`src/rtl/barcode_pkg.sv`:
```
// Shared constants, barcode table and FSM state encoding for the product barcode emitter.
// No ports; imported by the interface, ROM and emitter.
package barcode_pkg;

  localparam int unsigned NUM_PRODUCTS = 12;
  localparam int unsigned NUM_DIGITS   = 4;
  localparam logic [3:0]  INVALID_ID   = 4'hF;

  typedef enum logic [1:0] {
    StIdle  = 2'd0,
    StSend  = 2'd1,
    StDone  = 2'd2,
    StError = 2'd3
  } state_e;

  // Digits packed MSB-first: nibble [15:12] is digit_index 0 (first scanned).
  function automatic logic [15:0] barcode_word(input logic [3:0] id);
    case (id)
      4'd0:    return 16'h3124;
      4'd1:    return 16'h4132;
      4'd2:    return 16'h4133;
      4'd3:    return 16'h3121;
      4'd4:    return 16'h3133;
      4'd5:    return 16'h3214;
      4'd6:    return 16'h2134;
      4'd7:    return 16'h2144;
      4'd8:    return 16'h3112;
      4'd9:    return 16'h4321;
      4'd10:   return 16'h1342;
      4'd11:   return 16'h1213;
      default: return 16'h0000;
    endcase
  endfunction

endpackage

```
`src/rtl/product_barcode_emitter_if.sv`:
```
// Request / digit-stream bundle between a requester-consumer (master) and the emitter (slave).
// Signals: req, product_id, digit_ready (master -> slave);
//          busy, digit, digit_index, digit_valid, done, error (slave -> master).
interface product_barcode_emitter_if;
  logic       req;
  logic [3:0] product_id;
  logic       busy;
  logic [3:0] digit;
  logic [1:0] digit_index;
  logic       digit_valid;
  logic       digit_ready;
  logic       done;
  logic       error;

  modport master (
    output req, product_id, digit_ready,
    input  busy, digit, digit_index, digit_valid, done, error
  );

  modport slave (
    input  req, product_id, digit_ready,
    output busy, digit, digit_index, digit_valid, done, error
  );
endinterface

```
`src/rtl/product_barcode_rom.sv`:
```
// Combinational barcode table lookup.
// Ports: id (product ID), index (digit position, 0 = MSB) -> digit (BCD, 0 when invalid),
//        valid (id in range and index in range).
module product_barcode_rom
  import barcode_pkg::*;
#(
  parameter int unsigned NUM_PRODUCTS = barcode_pkg::NUM_PRODUCTS,
  parameter int unsigned NUM_DIGITS   = barcode_pkg::NUM_DIGITS
) (
  input  logic [3:0] id,
  input  logic [1:0] index,
  output logic [3:0] digit,
  output logic       valid
);

  logic [15:0] word;
  logic [3:0]  nibble;

  assign valid = (32'(id) < NUM_PRODUCTS) && (32'(index) < NUM_DIGITS);
  assign word  = barcode_word(id);

  always_comb begin
    nibble = 4'd0;
    case (index)
      2'd0:    nibble = word[15:12];
      2'd1:    nibble = word[11:8];
      2'd2:    nibble = word[7:4];
      default: nibble = word[3:0];
    endcase
  end

  assign digit = valid ? nibble : 4'd0;

endmodule

```
`src/rtl/product_barcode_emitter.sv`:
```
// Emits the BCD barcode digits of a requested product over a valid/ready stream.
// Ports: clk, reset (async, active-high), bus (slave modport: req/product_id in,
//        digit/digit_index/digit_valid out with digit_ready back-pressure, busy/done/error status).
module product_barcode_emitter
  import barcode_pkg::*;
#(
  parameter int unsigned NUM_DIGITS   = barcode_pkg::NUM_DIGITS,
  parameter int unsigned NUM_PRODUCTS = barcode_pkg::NUM_PRODUCTS
) (
  input logic                        clk,
  input logic                        reset,
  product_barcode_emitter_if.slave   bus
);

  localparam logic [1:0] LastIndex = 2'(NUM_DIGITS - 1);

  state_e     state_q;
  logic [3:0] id_q;
  logic [1:0] index_q;
  logic [3:0] digit_q;
  logic       valid_q;
  logic       busy_q;
  logic       done_q;
  logic       error_q;

  logic [3:0] rom_id;
  logic [1:0] rom_index;
  logic [3:0] rom_digit;
  logic       rom_valid;

  // The ROM looks one step ahead so every output can be registered: in IDLE it sees the
  // incoming ID at index 0, in SEND it sees the latched ID at the next index.
  assign rom_id    = (state_q == StIdle) ? bus.product_id : id_q;
  assign rom_index = (state_q == StSend) ? index_q + 2'd1 : 2'd0;

  product_barcode_rom #(
    .NUM_PRODUCTS(NUM_PRODUCTS),
    .NUM_DIGITS  (NUM_DIGITS)
  ) u_rom (
    .id   (rom_id),
    .index(rom_index),
    .digit(rom_digit),
    .valid(rom_valid)
  );

  always_ff @(posedge clk or posedge reset) begin
    if (reset) begin
      state_q <= StIdle;
      id_q    <= 4'd0;
      index_q <= 2'd0;
      digit_q <= 4'd0;
      valid_q <= 1'b0;
      busy_q  <= 1'b0;
      done_q  <= 1'b0;
      error_q <= 1'b0;
    end else begin
      done_q  <= 1'b0;
      error_q <= 1'b0;
      case (state_q)
        StIdle: begin
          if (bus.req) begin
            id_q    <= bus.product_id;
            index_q <= 2'd0;
            busy_q  <= 1'b1;
            if (rom_valid) begin
              state_q <= StSend;
              valid_q <= 1'b1;
              digit_q <= rom_digit;
            end else begin
              state_q <= StError;
              error_q <= 1'b1;
            end
          end
        end
        StSend: begin
          if (bus.digit_ready) begin
            if (index_q == LastIndex) begin
              state_q <= StDone;
              valid_q <= 1'b0;
              digit_q <= 4'd0;
              index_q <= 2'd0;
              done_q  <= 1'b1;
            end else begin
              index_q <= index_q + 2'd1;
              digit_q <= rom_digit;
            end
          end
        end
        default: begin
          // DONE and ERROR are single-cycle status states.
          state_q <= StIdle;
          busy_q  <= 1'b0;
        end
      endcase
    end
  end

  assign bus.busy        = busy_q;
  assign bus.digit       = digit_q;
  assign bus.digit_index = index_q;
  assign bus.digit_valid = valid_q;
  assign bus.done        = done_q;
  assign bus.error       = error_q;

endmodule

```
`src/flat_wrapper.sv`:
```
// flat-port wrapper written by rule: the top's interface ports become plain ports
module product_barcode_emitter_flat import barcode_pkg::*;
#(
  parameter int unsigned NUM_DIGITS   = barcode_pkg::NUM_DIGITS,
  parameter int unsigned NUM_PRODUCTS = barcode_pkg::NUM_PRODUCTS
)
  (clk, reset, bus_req, bus_product_id, bus_digit_ready, bus_busy, bus_digit, bus_digit_index, bus_digit_valid, bus_done, bus_error);
  product_barcode_emitter_if bus_i ();
  input logic clk;
  input logic reset;
  input wire logic [$bits(bus_i.req)-1:0] bus_req;
  input wire logic [$bits(bus_i.product_id)-1:0] bus_product_id;
  input wire logic [$bits(bus_i.digit_ready)-1:0] bus_digit_ready;
  output wire logic [$bits(bus_i.busy)-1:0] bus_busy;
  output wire logic [$bits(bus_i.digit)-1:0] bus_digit;
  output wire logic [$bits(bus_i.digit_index)-1:0] bus_digit_index;
  output wire logic [$bits(bus_i.digit_valid)-1:0] bus_digit_valid;
  output wire logic [$bits(bus_i.done)-1:0] bus_done;
  output wire logic [$bits(bus_i.error)-1:0] bus_error;
  assign bus_i.req = bus_req;
  assign bus_i.product_id = bus_product_id;
  assign bus_i.digit_ready = bus_digit_ready;
  assign bus_busy = bus_i.busy;
  assign bus_digit = bus_i.digit;
  assign bus_digit_index = bus_i.digit_index;
  assign bus_digit_valid = bus_i.digit_valid;
  assign bus_done = bus_i.done;
  assign bus_error = bus_i.error;
  product_barcode_emitter #(.NUM_DIGITS(NUM_DIGITS), .NUM_PRODUCTS(NUM_PRODUCTS)) u_core (.clk(clk), .reset(reset), .bus(bus_i));
endmodule
```
`config.mk`:
```
export PLATFORM = sky130hd
export DESIGN_NAME = product_barcode_emitter_flat
export DESIGN_NICKNAME = d
export VERILOG_FILES = /design/src/rtl/barcode_pkg.sv /design/src/rtl/product_barcode_emitter_if.sv /design/src/rtl/product_barcode_rom.sv /design/src/rtl/product_barcode_emitter.sv /design/src/flat_wrapper.sv
export SDC_FILE = /design/constraint.sdc
export NUM_CORES = 1
export LEC_CHECK = 0
export ABC_AREA = 1
export BUFFER_PORTS_ARGS = -buffer_cell sky130_fd_sc_hd__buf_2
export CELL_PAD_IN_SITES_DETAIL_PLACEMENT = 1
export CELL_PAD_IN_SITES_GLOBAL_PLACEMENT = 1
export CORE_UTILIZATION = 40
export CTS_BUF_LIST = sky130_fd_sc_hd__clkbuf_8
export DETAILED_ROUTE_END_ITERATION = 10
export GPL_TIMING_DRIVEN = 0
export PLACE_DENSITY = 0.82
export SETUP_SLACK_MARGIN = 0.3
export SLEW_MARGIN = 25
export SYNTH_ARGS = -nofsm -noshare
export SYNTH_HDL_FRONTEND = slang
export SYNTH_SLANG_ARGS = --single-unit
```
`constraint.sdc`:
```
create_clock -name clk -period 5 [get_ports clk]
set_input_delay 0.75 -clock clk [delete_from_list [all_inputs] [get_ports clk]]
set_output_delay 0.75 -clock clk [all_outputs]
set_load 0.02 [all_outputs]
```
---- After elaboration in Yosys (flattened, before gate mapping) ----
Memory sizes are Yosys's and may differ from the RTL's.
Index checks and enable logic that the tools add are counted.
W data, S select, Z words.
storage, ports and cells
  bits in registers ....................... 16
  bits in read-only memories .............. 176
  input port bits ......................... 8
  output and inout bits ................... 10
  logic and storage cells ................. 60
  memories ................................ 1
operators by class
  add/subtract/negate cells ............... 1
  magnitude comparators ................... 1
  eq/ne operators ......................... 8
  muxes and demuxes ....................... 31
  bitwise operators ....................... 1
  reduce and logical (&&, ||, !) cells .... 9
memory list
  memory           words  width  read ports  clocked after Yosys merged registers in  wr ports  line               text
  (no name shown)  16     11     1           0                                        0         barcode_pkg.sv:18  case (id)
operator list
  operator               number
  $mux W4                6
  $mux W2                8
  $pmux W4 S3            1
  $mux W1                11
  $ne A2 B2 Y1 const B   4
  $pmux W2 S2            2
  $pmux W4 S2            1
  $reduce_and A3 Y1      2
  $reduce_and A5 Y1      1
  $eq A2 B1 Y1 const B   2
  $eq A2 B2 Y1 const B   2
  $logic_not A2 Y1       2
  $lt A4 B4 Y1 const B   1
  $pmux W1 S2            2
  $reduce_and A2 Y1      2
  $reduce_and A4 Y1      1
  $add A2 B1 Y2 const B  1
  $reduce_bool A2 Y1     1
  $not A1 Y1             1

---- Logic depth before layout (Yosys ltp) ----
Gate-level depths: netlist of the first run.
  depth after elaboration ................. 8
  mapped depth ............................ 15
  mapped depth without buffers ............ 15

---- Modules after synthesis ----
From an unflattened synthesis of the first run, not the netlist that was laid out.
unflattened totals
  cells, all modules ...................... 177
  area, all modules ....................... 1206.2 um^2
by module, submodules not included
  module                   instances  cells each  area each (um^2)  sequential area each (um^2)
  product_barcode_emitter  1          100         805.8             400.4
  product_barcode_rom      1          77          400.4             0.0

---- Worst setup path after synthesis of the first run ----
Ideal clock, no wire load.
  path type ............................... input to register
  from .................................... input bus_product_id[1]
  to ...................................... register u_core.digit_q[0], in the netlist u_core.bus.digit[0]
  library setup time ...................... 116 ps
  data arrival time ....................... 1806 ps
  required time ........................... 4884 ps
  slack ................................... 3078 ps
  stages .................................. 14
  path buffers ............................ 0
  path through ............................ inv_1 -> nand2_1 -> nand2_4 -> inv_1 -> ha_1 -> inv_1 -> nand3_1 -> nand2_1 -> nor2_1 -> nor2_1 -> nor2_1 -> nand3_1 -> nand2_1 -> nand2_1
between the ends
  longest elaborated chain between the ends .. 7
  elaborated cells between the ends (all ways) .. 12
  classes of those cells .................. order compare (1); eq/ne (1); mux (8); reduce/logical (1); memory (1)
RTL lines
  item                        line                                                          text
  start, declared             flat_wrapper.sv:12                                            input wire logic [$bits(bus_i.product_id)-1:0] bus_product_id;
  $mux W4 (*)                 product_barcode_emitter.sv:33                                 assign rom_id = (state_q == StIdle) ? bus.product_id : id_q;
  $mem_v2 Z16 W11             -
  $pmux W4 S3                 product_barcode_rom.sv:24                                     case (index)
  $mux W4                     product_barcode_rom.sv:32                                     assign digit = valid ? nibble : 4'd0;
  $mux W4 (on tied branches)  product_barcode_emitter.sv:77, product_barcode_emitter.sv:65
  $mux W4 (on tied branches)  product_barcode_emitter.sv:76, product_barcode_emitter.sv:61
  $pmux W4 S2                 product_barcode_emitter.sv:59                                 case (state_q)
  end signal, assigned        product_barcode_emitter.sv:68                                 digit_q <= rom_digit;
  end signal, assigned        product_barcode_emitter.sv:85                                 digit_q <= rom_digit;
  end, declared               product_barcode_emitter.sv:20                                 logic [3:0] digit_q;
Mark *: on every way between the ends. The rest lies on a longest branch, timed or not. The select of a mux whose other input is x is not followed.
A chain may end at the register's enable or synchronous reset.

---- Worst setup path in the final report of the first run ----
  from .................................... register u_core.state_q[1]
  to ...................................... register u_core.digit_q[2], in the netlist u_core.bus.digit[2]
between the ends
  longest elaborated chain between the ends .. 8
  elaborated cells between the ends (all ways) .. 21
  classes of those cells .................. order compare (1); eq/ne (6); mux (9); reduce/logical (4); memory (1)
RTL lines
  item                                                     line                                                                                         text
  start, declared                                          product_barcode_emitter.sv:17                                                                state_e state_q;
  start signal, assigned                                   product_barcode_emitter.sv:48                                                                state_q <= StIdle;
  start signal, assigned                                   product_barcode_emitter.sv:66                                                                state_q <= StSend;
  start signal, assigned                                   product_barcode_emitter.sv:70                                                                state_q <= StError;
  $logic_not A2 Y1 / $eq A2 B1 Y1 (equally long branches)  product_barcode_emitter.sv:33, product_barcode_emitter.sv:59, product_barcode_emitter.sv:34
  $mux W4 / $mux W2 (equally long branches)                product_barcode_emitter.sv:33, product_barcode_emitter.sv:34
  $mem_v2 Z16 W11 (tied with other cells)                  -
  $pmux W4 S3                                              product_barcode_rom.sv:24
  $mux W4                                                  product_barcode_rom.sv:32
  $mux W4 (on tied branches)                               product_barcode_emitter.sv:77, product_barcode_emitter.sv:65
  $mux W4 (on tied branches)                               product_barcode_emitter.sv:76, product_barcode_emitter.sv:61
  $pmux W4 S2                                              product_barcode_emitter.sv:59
Several ways; a longest one is shown, not always the timed one. The select of a mux whose other input is x is not followed.

==> impl_metrics.tcl, run 1 <==
set metrics [dict create \
    status "finished, final reports clean" \
    powerDensity_nw_per_um2 765.0 \
    place_congestion 0.8163 \
    hold_viol 0 \
    crit_fanout 9 \
    seq_power_share_pct 21.1 \
    setup_viol_count_final 0 \
    max_cap_viol_count 0 \
    grt_pass1_vias 1057 \
    switchingPower_mw 0.5311 \
    row_count 18 \
    syn_area_um2 1111 \
    viasPerCell 5.123 \
    post-place-ws_ns 2.769 \
    dieArea_um2 2993 \
    synth.distinct_cells 23 \
    synth_area_per_cell_um2 6.901 \
    synth_area_leaders "dfrtp_1, nand2_1, nand3_1" \
    drt_pass1_iterations 3 \
    numCtsBuffers 3 \
    place_hpwl_mm 2.312 \
    routed-via-count 1081 \
    max-clock-path-buffers 2 \
    p_comb_share_pct 68.6 \
    synth-seq-area-share_pct 33.78 \
    port_buffers 16 \
    synth_seq_cells 15 \
    layout.nets 194 \
    synth_cells 161 \
    hold_ws_ns 0.4786 \
    cts_max_level 1 \
    vdd_drop_max_v 0.0003509 \
    pwr-share-clk_pct 10.3 \
    crit_path_start_kind "register" \
    cts_tree "built" \
    synthToLayoutAreaGrowth_pct 14.75 \
    utilization_pct 50.10 \
    rsz0062_at_grt "false" \
    ys_warn_count 0 \
    grt-ovfl-total 0 \
    maxSlewViolCount 0 \
    drt_iter0_markers 18 \
    grt_max_degree 16 \
    cts-root-buf "clkbuf_8" \
    drive_gt1_share_pct 21.55 \
    tightest_slew_ns 0.5857 \
    fmax_mhz 489.2 \
    synth_top_area_cell "dfrtp_1" \
    wire_per_inst_um 13.16 \
    cts.clk_slew.worst_paths_ns 0.06 \
    critPathCaptureType "register" \
    critPathKind "register to register" \
    clock-sinks 15 \
    routed_wl_mm 2.777 \
    antenna_found_initial 0 \
    start_util_pct 43.66 \
    die-height_um 54.71 \
    skew_ns 0.001376 \
    postCtsHoldBufs 0 \
    drc 0 \
    coreArea_um2 2545 \
    maxSlewHeadroom_pct 60.91 \
    synth_nets 173 \
    fin_crit_ns 2.044 \
    grt_pass1_wl_mm 4.712 \
    cts_setup_buffers 0 \
    fin_tns_setup_ns 0 \
    r2r_setup_slack_ns 2.96 \
    switching_share_pct 54.45 \
    power_leakage_nw 0.6999 \
    io_pins 18 \
    p_int_mw 0.4443 \
    min_path_type "register to register" \
    grt_usage_pct 22.38 \
    cts_resized 0 \
    worstPathArrival_ns 2.23 \
    fin_crit_sh_pct 40.88 \
    insertedDiodeCount 0 \
    clock_latency_ns 0.25 \
    synth_top_area_share_pct 33.78 \
    crit_required_ns 5.19 \
    drtAntennaViolNets 0 \
    fin_ws_ns 2.956 \
    die_w_um 54.71 \
]
critical path, stage by stage, from the launching register on:
cell	delay (ns)
dfrtp_1	0.48
nor2_4	0.23
nand2_1	0.13
nand2_4	0.13
inv_1	0.10
ha_1	0.28
inv_1	0.06
nand3_1	0.08
nand2_1	0.09
inv_1	0.06
nor2_1	0.09
nand2_1	0.06
nand3b_1	0.07
nand2_1	0.05
nand2_1	0.07
cells by family after synthesis:
family / share of synthesized area (%)
AO/OA/AOI/OAI: 11.49
adder cells (fa/ha/maj): 4.505
buffers and inverters: 6.757
flip-flops: 33.78
other: 0.3375
AND/OR/NAND/NOR: 43.13
power by group through the flow:
stage	Clock (mW)	Sequential, mW	Combinational, mW
after global placement	0	0.206	0.651
final	0.100	0.206	0.669
after global routing	0.109	0.214	0.766
after detailed placement	0	0.210	0.674
after floorplan	0	0.237	0.488
after CTS	0.104	0.208	0.679
stage by stage:
step	cell area (um2)	std cells	power (mW)
floorplan	1111	161	0.7252
global placement	1229	207	0.8575
detailed placement	1229	207	0.8832
CTS	1275	211	0.9908
global route	1275	211	1.088
finish	1275	211	0.9754
layout make-up:
class                           instances  area (um2)
Buffer                                  1       7.507
Clock buffer                            3       41.29
Clock inverter                          1       5.005
Fill cell                             352        1270
Inverter                               18       67.56
Multi-Input combinational cell        127       660.6
Sequential cell                        15       375.4
Tap cell                               30       37.54
Timing Repair Buffer                   16       80.08
flip-flops by register name, summed over array words and instances, names as in the netlist:
register                cells
u_core.bus.done             1
u_core.state_q              2
u_core.bus.digit            3
u_core.bus.digit_index      2
u_core.bus.digit_valid      1
u_core.bus.error            1
u_core.id_q                 4
u_core.bus.busy             1
cells in the final DEF (no fill, tap or decap), drive strengths merged, types with 3 or more instances in the layout:
| cell type | Yosys | layout |
|---|---|---|
| dfrtp | 15 | 15 |
| a21oi | 7 | 7 |
| nand2 | 63 | 63 |
| nor2 | 18 | 18 |
| inv | 18 | 18 |
| nand3 | 16 | 16 |
| buf | 1 | 17 |
| o21ai | 14 | 14 |
| ha | 4 | 4 |
| clkbuf | 0 | 3 |
synth_stat cells (all sizes together):
master	instances
nand3b	1
conb	1
a21oi	7
nor2	18
nor3	1
nand4	1
o21ai	14
inv	18
ha	4
dfrtp	15
nand3	16
o21a	1
buf	1
nand2	63
path summary, 6_finish.rpt:
path / to / startpoint / cells past startpoint
worst max-delay path: u_core.bus.digit[2] / u_core.state_q[1] / 14
worst min-delay path: u_core.bus.digit[0] / u_core.bus.digit[0] / 2
worst max register to register: u_core.bus.digit[2] / u_core.state_q[1] / 14
worst min register to register: u_core.bus.digit[0] / u_core.bus.digit[0] / 2
max in group asynchronous: u_core.id_q[0] / reset / 2
min in group asynchronous: u_core.bus.done / reset / 2
metal layers:
layer  vias to the layer above  GRT usage (%)  routed length [um]
met3                         4          4.167                  69
met5                         -              0                   0
met1                       508          26.04                1240
met4                         0          5.128                  27
met2                        17          41.37                1439
li1                        552              -                   -
Note: power is estimated with default switching activity, not from simulation.
==> run 2: changes to the inputs <==
==> constraint.sdc (replaced) <==
create_clock -name clk -period 1.9 [get_ports clk]
set_input_delay 0.285 -clock clk [delete_from_list [all_inputs] [get_ports clk]]
set_output_delay 0.285 -clock clk [all_outputs]
set_load 0.02 [all_outputs]
==> run 2 against run 1 <==
  * Count of clock-buffer cells in the layout unchanged
  * Sequential share of layout area decreased by 3.4 points
  * Total power increased to 3.2 times the previous value
  * Hold slack got worse by 0.39 ns
  * Critical path depth unchanged
  * Critical endpoint is now u_core.bus.digit[0]
  * Largest cell class unchanged
  * Largest power group unchanged
  * Highest routed layer unchanged
==> impl_metrics.tcl, run 2 (synthesis results as in run 1) <==
set metrics [dict create \
    power_leakage_nw 0.7732 \
    max_cap_viol_count 0 \
    setup_viol_count_final 0 \
    grt_max_degree 16 \
    numCtsBuffers 3 \
    skew_ns 0.008166 \
    cpMaxStageDelayCell "dfrtp_2" \
    max-clock-path-buffers 2 \
    clock-sinks 15 \
    cts.clk_slew.worst_paths_ns 0.06 \
    start_util_pct 43.66 \
    io_pins 18 \
    crit_chain "nor2_4 > nand2_2 > nand2_4 > inv_6 > ha_4 > inv_2 > nand3_2 > nand2_2 > nor2_2 > nor2_1 > nor2_1 > nand3_1 > nand2_1 > nand2_1" \
    drc 0 \
    fin_crit_ns 1.835 \
    cts_max_level 1 \
    rsz0062_at_grt "true" \
    row_count 18 \
    worstPathArrival_ns 1.98 \
    insertedDiodeCount 0 \
    grt_usage_pct 26.54 \
    die-height_um 54.71 \
    crit_path_start_kind "register" \
    port_buffers 16 \
    regMostFlops "u_core.id_q" \
    drt_pass1_iterations 4 \
    routed_wl_mm 3.320 \
    antenna_found_initial 0 \
    fin_crit_sh_pct 96.56 \
    n_fill_cell 338 \
    postCtsHoldBufs 0 \
    min_path_type "input pin to asynchronous set/reset pin" \
    largest_reg_flops 4 \
    synthToLayoutAreaGrowth_pct 30.63 \
    cts_tree "built" \
    critPathKind "register to register" \
    wire_per_inst_um 14.89 \
    vdd_drop_max_v 0.001224 \
    place_congestion 0.8392 \
    tightest_slew_ns 0.6091 \
    dieArea_um2 2993 \
    dpl.cell_count 207 \
    cts-root-buf "clkbuf_8" \
    fmax_mhz 545.1 \
    coreArea_um2 2545 \
    crit_fanout 4 \
    layout.nets 206 \
    powerDensity_nw_per_um2 2145 \
    final_common_cell "nand2_1" \
    maxSlewHeadroom_pct 59.35 \
    maxSlewViolCount 0 \
    drive_gt1_share_pct 33.16 \
    die_w_um 54.71 \
    power_mw 3.114 \
    regArea_um2 377.9 \
    layout_common_cells "nand2_1, buf_2, inv_1" \
    drtAntennaViolNets 0 \
    grt-ovfl-total 0 \
    grt_pass1_wl_mm 5.409 \
    layout.cells.non_filler 223 \
    clock_latency_ns 0.26 \
    routed-via-count 1165 \
    viasPerCell 5.224 \
    critPathCaptureType "register" \
    grt_pass1_vias 1163 \
    status "finished, final reports clean" \
    slowest_delay_ns 0.46 \
    drt_iter0_markers 14 \
    crit_required_ns 2.04 \
    multi_input_area_um2 732.0 \
    place_hpwl_mm 2.246 \
    hold_viol 0 \
]
[run 2: final cells by class]
cell class | instances | share of cell area, %
multi-input cells | 127 | 50.43
repair buffers | 28 | 11.98
plain buffers | 1 | 0.5172
clock inverters | 1 | 0.2586
inverters | 18 | 5.345
well taps | 30 | 2.586
clock buffers | 3 | 2.845
flip-flops and latches | 15 | 26.03
[run 2: path summary, 6_finish.rpt]
path                                     start                  end  slack (ns)  cells past startpoint
setup / recovery             u_core.state_q[1]  u_core.bus.digit[0]        0.07                     14
hold / removal                           reset       u_core.id_q[3]        0.09                      2
setup reg to reg             u_core.state_q[1]  u_core.bus.digit[0]        0.07                     14
min in group clk               bus_digit_ready      u_core.bus.done        0.26                      3
hold reg to reg            u_core.bus.digit[2]  u_core.bus.digit[2]        0.47                      2
max in group asynchronous                reset    u_core.state_q[1]        1.37                      2
[run 2: layer usage]
layer | global-route usage (%) | routed length, um | vias to the layer above
li1 | - | - | 574
met1 | 30.28 | 1390 | 549
met2 | 44.98 | 1676 | 29
met3 | 7.500 | 130 | 13
met4 | 12.39 | 123 | 0
met5 | 0 | 0 | -
[run 2: what timing repair did]
action / 4_1_cts / 5_1_grt
pin swaps: 8 / 9
gates resized for setup: 12 / 5
setup endpoints to repair: 3 / 5
setup buffers: 11 / 1
[run 2: per-stage QoR]
step	utilization [%]	setup slack (ns)	hold slack (ns)	instance area, um2	setup TNS (ns)
after floorplan	-	0.1700	0.1864	1135	0
after global placement	49.21	-0.02028	0.3588	1252	-0.02028
after detailed placement	49.21	-0.04608	0.3943	1252	-0.05294
after CTS	56.15	0.1607	0.1120	1429	0
after global routing	57.03	-0.05646	0.1554	1451	-0.05646
final	57.03	0.06533	0.08824	1451	0
[run 2: power breakdown]
| part | switching [mW] | leakage (nW) | internal (mW) |
|---|---|---|---|
| logic | 1.44 | 0.561 | 0.856 |
| clock network | 0.120 | 0.0269 | 0.144 |
| registers | 0.0946 | 0.185 | 0.457 |
| total | 1.66 | 0.773 | 1.46 |
[run 2: worst max-delay path, delay by kind of cell (launching register included)]
kind,cells,cell delay [ns]
and+or+nand+nor,11,0.93
DFF,1,0.46
adders and majority gates,1,0.25
buffers and inverters,2,0.08
==> run 3: changes to the inputs <==
--- a/config.mk
+++ b/config.mk
@@ -5,7 +5,6 @@
 export SDC_FILE = /design/constraint.sdc
 export NUM_CORES = 1
 export LEC_CHECK = 0
-export ABC_AREA = 1
 export BUFFER_PORTS_ARGS = -buffer_cell sky130_fd_sc_hd__buf_2
 export CELL_PAD_IN_SITES_DETAIL_PLACEMENT = 1
 export CELL_PAD_IN_SITES_GLOBAL_PLACEMENT = 1
@@ -13,7 +12,7 @@
 export CTS_BUF_LIST = sky130_fd_sc_hd__clkbuf_8
 export DETAILED_ROUTE_END_ITERATION = 10
 export GPL_TIMING_DRIVEN = 0
-export PLACE_DENSITY = 0.82
+export PLACE_DENSITY = 0.79
 export SETUP_SLACK_MARGIN = 0.3
 export SLEW_MARGIN = 25
 export SYNTH_ARGS = -nofsm -noshare
==> constraint.sdc (replaced) <==
create_clock -name clk -period 1.9 [get_ports clk]
set_input_delay 0.285 -clock clk [delete_from_list [all_inputs] [get_ports clk]]
set_output_delay 0.285 -clock clk [all_outputs]
set_load 0.005 [all_outputs]
==> run 3 against run 2 <==
  * Utilization down 1.4 points
  * Sequential power up 12%
  * First-iteration DRC count rose to 2.6 times the previous value
  * The run now ends with setup timing left
==> impl_metrics.tcl, run 3 <==
set metrics [dict create \
    cpMaxStageDelayCell "dfrtp_2" \
    ys.flop_type "dfrtp_1" \
    start_util_pct 41.83 \
    cts.clk_slew.worst_paths_ns 0.06 \
    numCtsBuffers 3 \
    slowest_delay_ns 0.42 \
    grt_max_degree 16 \
    synth_most_common_cell "dfrtp_1" \
    hold_ws_ns 0.09444 \
    worstPathArrival_ns 2.14 \
    regMostFlops "u_core.id_q" \
    layout_common_cells "buf_2, dfrtp_1, nor2_1" \
    wire_per_inst_um 18.95 \
    rr_startpoint "u_core.state_q[1]" \
    fin_crit_ns 2.000 \
    setup_viol_count_final 2 \
    drt_pass1_iterations 4 \
    regToRegEndpoint "u_core.bus.digit[0]" \
    fin_ws_ns -0.1003 \
    synth_edf_count 0 \
    antenna_found_initial 0 \
    violations "setup timing" \
    critPathKind "register to register" \
    synth-seq-area-share_pct 32.82 \
    worst-path-buf-inv 1 \
    row_count 19 \
    die_w_um 55.47 \
    hold_viol 0 \
    coreArea_um2 2734 \
    grt-ovfl-total 0 \
    syn_area_um2 1144 \
    layout.cells.non_filler 193 \
    synth.distinct_cells 46 \
    grt_usage_pct 25.56 \
    synthToLayoutAreaGrowth_pct 32.93 \
    clock-sinks 15 \
    post-place-ws_ns -0.3364 \
    maxSlewHeadroom_pct 60.18 \
    port_buffers 15 \
    status "complete, but fails checks" \
    place_hpwl_mm 2.497 \
    synth_top_area_share_pct 32.82 \
    largest_reg_flops 4 \
    fin_crit_sh_pct 105.3 \
    tightest_slew_ns 0.5966 \
    critPathCaptureType "register" \
    crit_path_start_kind "register" \
    clock_latency_ns 0.25 \
    max-clock-path-buffers 2 \
    synth_top_area_cell "dfrtp_1" \
    viasPerCell 6.083 \
    ys_warn_count 0 \
    dieArea_um2 3077 \
    die-height_um 55.47 \
    skew_ns 0.003507 \
    r2r_cells 8 \
    power_leakage_nw 0.6672 \
    postCtsHoldBufs 0 \
    min_path_type "input pin to asynchronous set/reset pin" \
    insertedDiodeCount 0 \
    drt_iter0_markers 37 \
    layout.nets 175 \
    io_pins 18 \
    grt_pass1_wl_mm 6.078 \
    async_flop_share_pct 100.0 \
    routed_wl_mm 3.658 \
    n_fill_cell 309 \
    drive_gt1_share_pct 37.04 \
    crit_chain "nor2_4 > mux2i_4 > inv_2 > ha_4 > mux2i_1 > a21oi_1 > o211ai_1 > a32o_1" \
    synthTopCellsByCount "dfrtp_1, nor2_1, a21oi_1, inv_1, o21ai_0" \
    final_common_cell "buf_2" \
    maxSlewViolCount 0 \
    routed-via-count 1174 \
    powerDensity_nw_per_um2 2055 \
    drc 0 \
    r2r_setup_slack_ns -0.10 \
    crit_fanout 5 \
    cts_max_level 1 \
    fin_tns_setup_ns -0.1570 \
    crit_required_ns 2.04 \
    synth_nets 146 \
    drtAntennaViolNets 0 \
    crit_family "compound AO/OA/AOI/OAI gates" \
    max_cap_viol_count 0 \
    utilization_pct 55.61 \
    dpl.cell_count 180 \
    synth_area_per_cell_um2 8.534 \
    rsz0062_at_grt "true" \
    synth_cells 134 \
    fmax_mhz 499.9 \
    cts_tree "built" \
    synth_area_leaders "dfrtp_1, mux2_2, a21oi_1" \
    cts-root-buf "clkbuf_8" \
    synth_seq_cells 15 \
    vdd_drop_max_v 0.001171 \
    place_congestion 0.8776 \
    grt_pass1_vias 1248 \
]
[run 3: cell types whose count changed in the layout (fill, tap and decap cells not counted), moves of 4 or more]
cell     delta
nand2_1    -40
nand3_1    -12
nand2_2     -7
nand2_4     -6
inv_1       -5
mux2_2      +5
a22o_1      +4
[run 3: through the flow]
step | power, mW | instance area, um2
6_report | 3.124 | 1520
3_3_place_gp | 2.338 | 1303
2_1_floorplan | 1.924 | 1189
5_1_grt | 3.348 | 1520
3_5_place_dp | 2.405 | 1303
4_1_cts | 2.919 | 1470
[run 3: cell type report]
cell class / count / area [um2] / area share [%]
clock buffer: 3 / 41.29 / 2.716
clock inverter: 1 / 3.754 / 0.2469
buffer: 5 / 31.28 / 2.058
multi-input combinational: 104 / 843.3 / 55.47
timing repair buffer: 24 / 146.4 / 9.630
inverter: 10 / 37.54 / 2.469
sequential: 15 / 377.9 / 24.86
tap: 31 / 38.79 / 2.551
[run 3: how the worst max path moves through the flow]
stage,depth (start not counted),slack [ns],from,to
detailed placement,8,-0.34,u_core.state_q[1],u_core.bus.digit[0]
global route,8,-0.19,u_core.state_q[1],u_core.bus.digit[0]
floorplan,8,-0.09,u_core.state_q[1],u_core.bus.digit[0]
CTS,8,-0.11,u_core.state_q[0],u_core.bus.digit[0]
global placement,8,-0.31,u_core.state_q[1],u_core.bus.digit[0]
finish,8,-0.10,u_core.state_q[1],u_core.bus.digit[0]
[run 3: power breakdown]
part / leakage, nW / total, mW / switching [mW] / internal [mW]
clock network: 0.0269 / 0.256 / 0.113 / 0.143
registers: 0.182 / 0.618 / 0.165 / 0.453
logic: 0.458 / 2.25 / 1.23 / 1.02
total: 0.667 / 3.12 / 1.51 / 1.62
[run 3: logic make-up after synthesis]
family	Yosys count	share of synthesized area (%)
other cells	1	0.3279
flops	15	32.82
fa+ha+maj	4	4.377
simple gates	47	22.65
mux	11	11.05
compound gates	40	22.54
buf+inv	15	5.471
xor+xnor	1	0.7660
[run 3: timing repair]
item	4_1_cts	5_1_grt
resized for setup	17	8
endpoints found under the hold margin	0	0
pin swaps	1	3
setup endpoints to repair	4	5
cloned	0	0
buffers inserted	7	2
[run 3: routing by layer]
layer | up-vias | GRT usage (%) | routed length (um)
met5 | - | 0 | 0
met2 | 31 | 43.37 | 1861
met3 | 9 | 5.621 | 143
met4 | 0 | 11.07 | 72
met1 | 587 | 30.93 | 1580
li1 | 547 | - | -
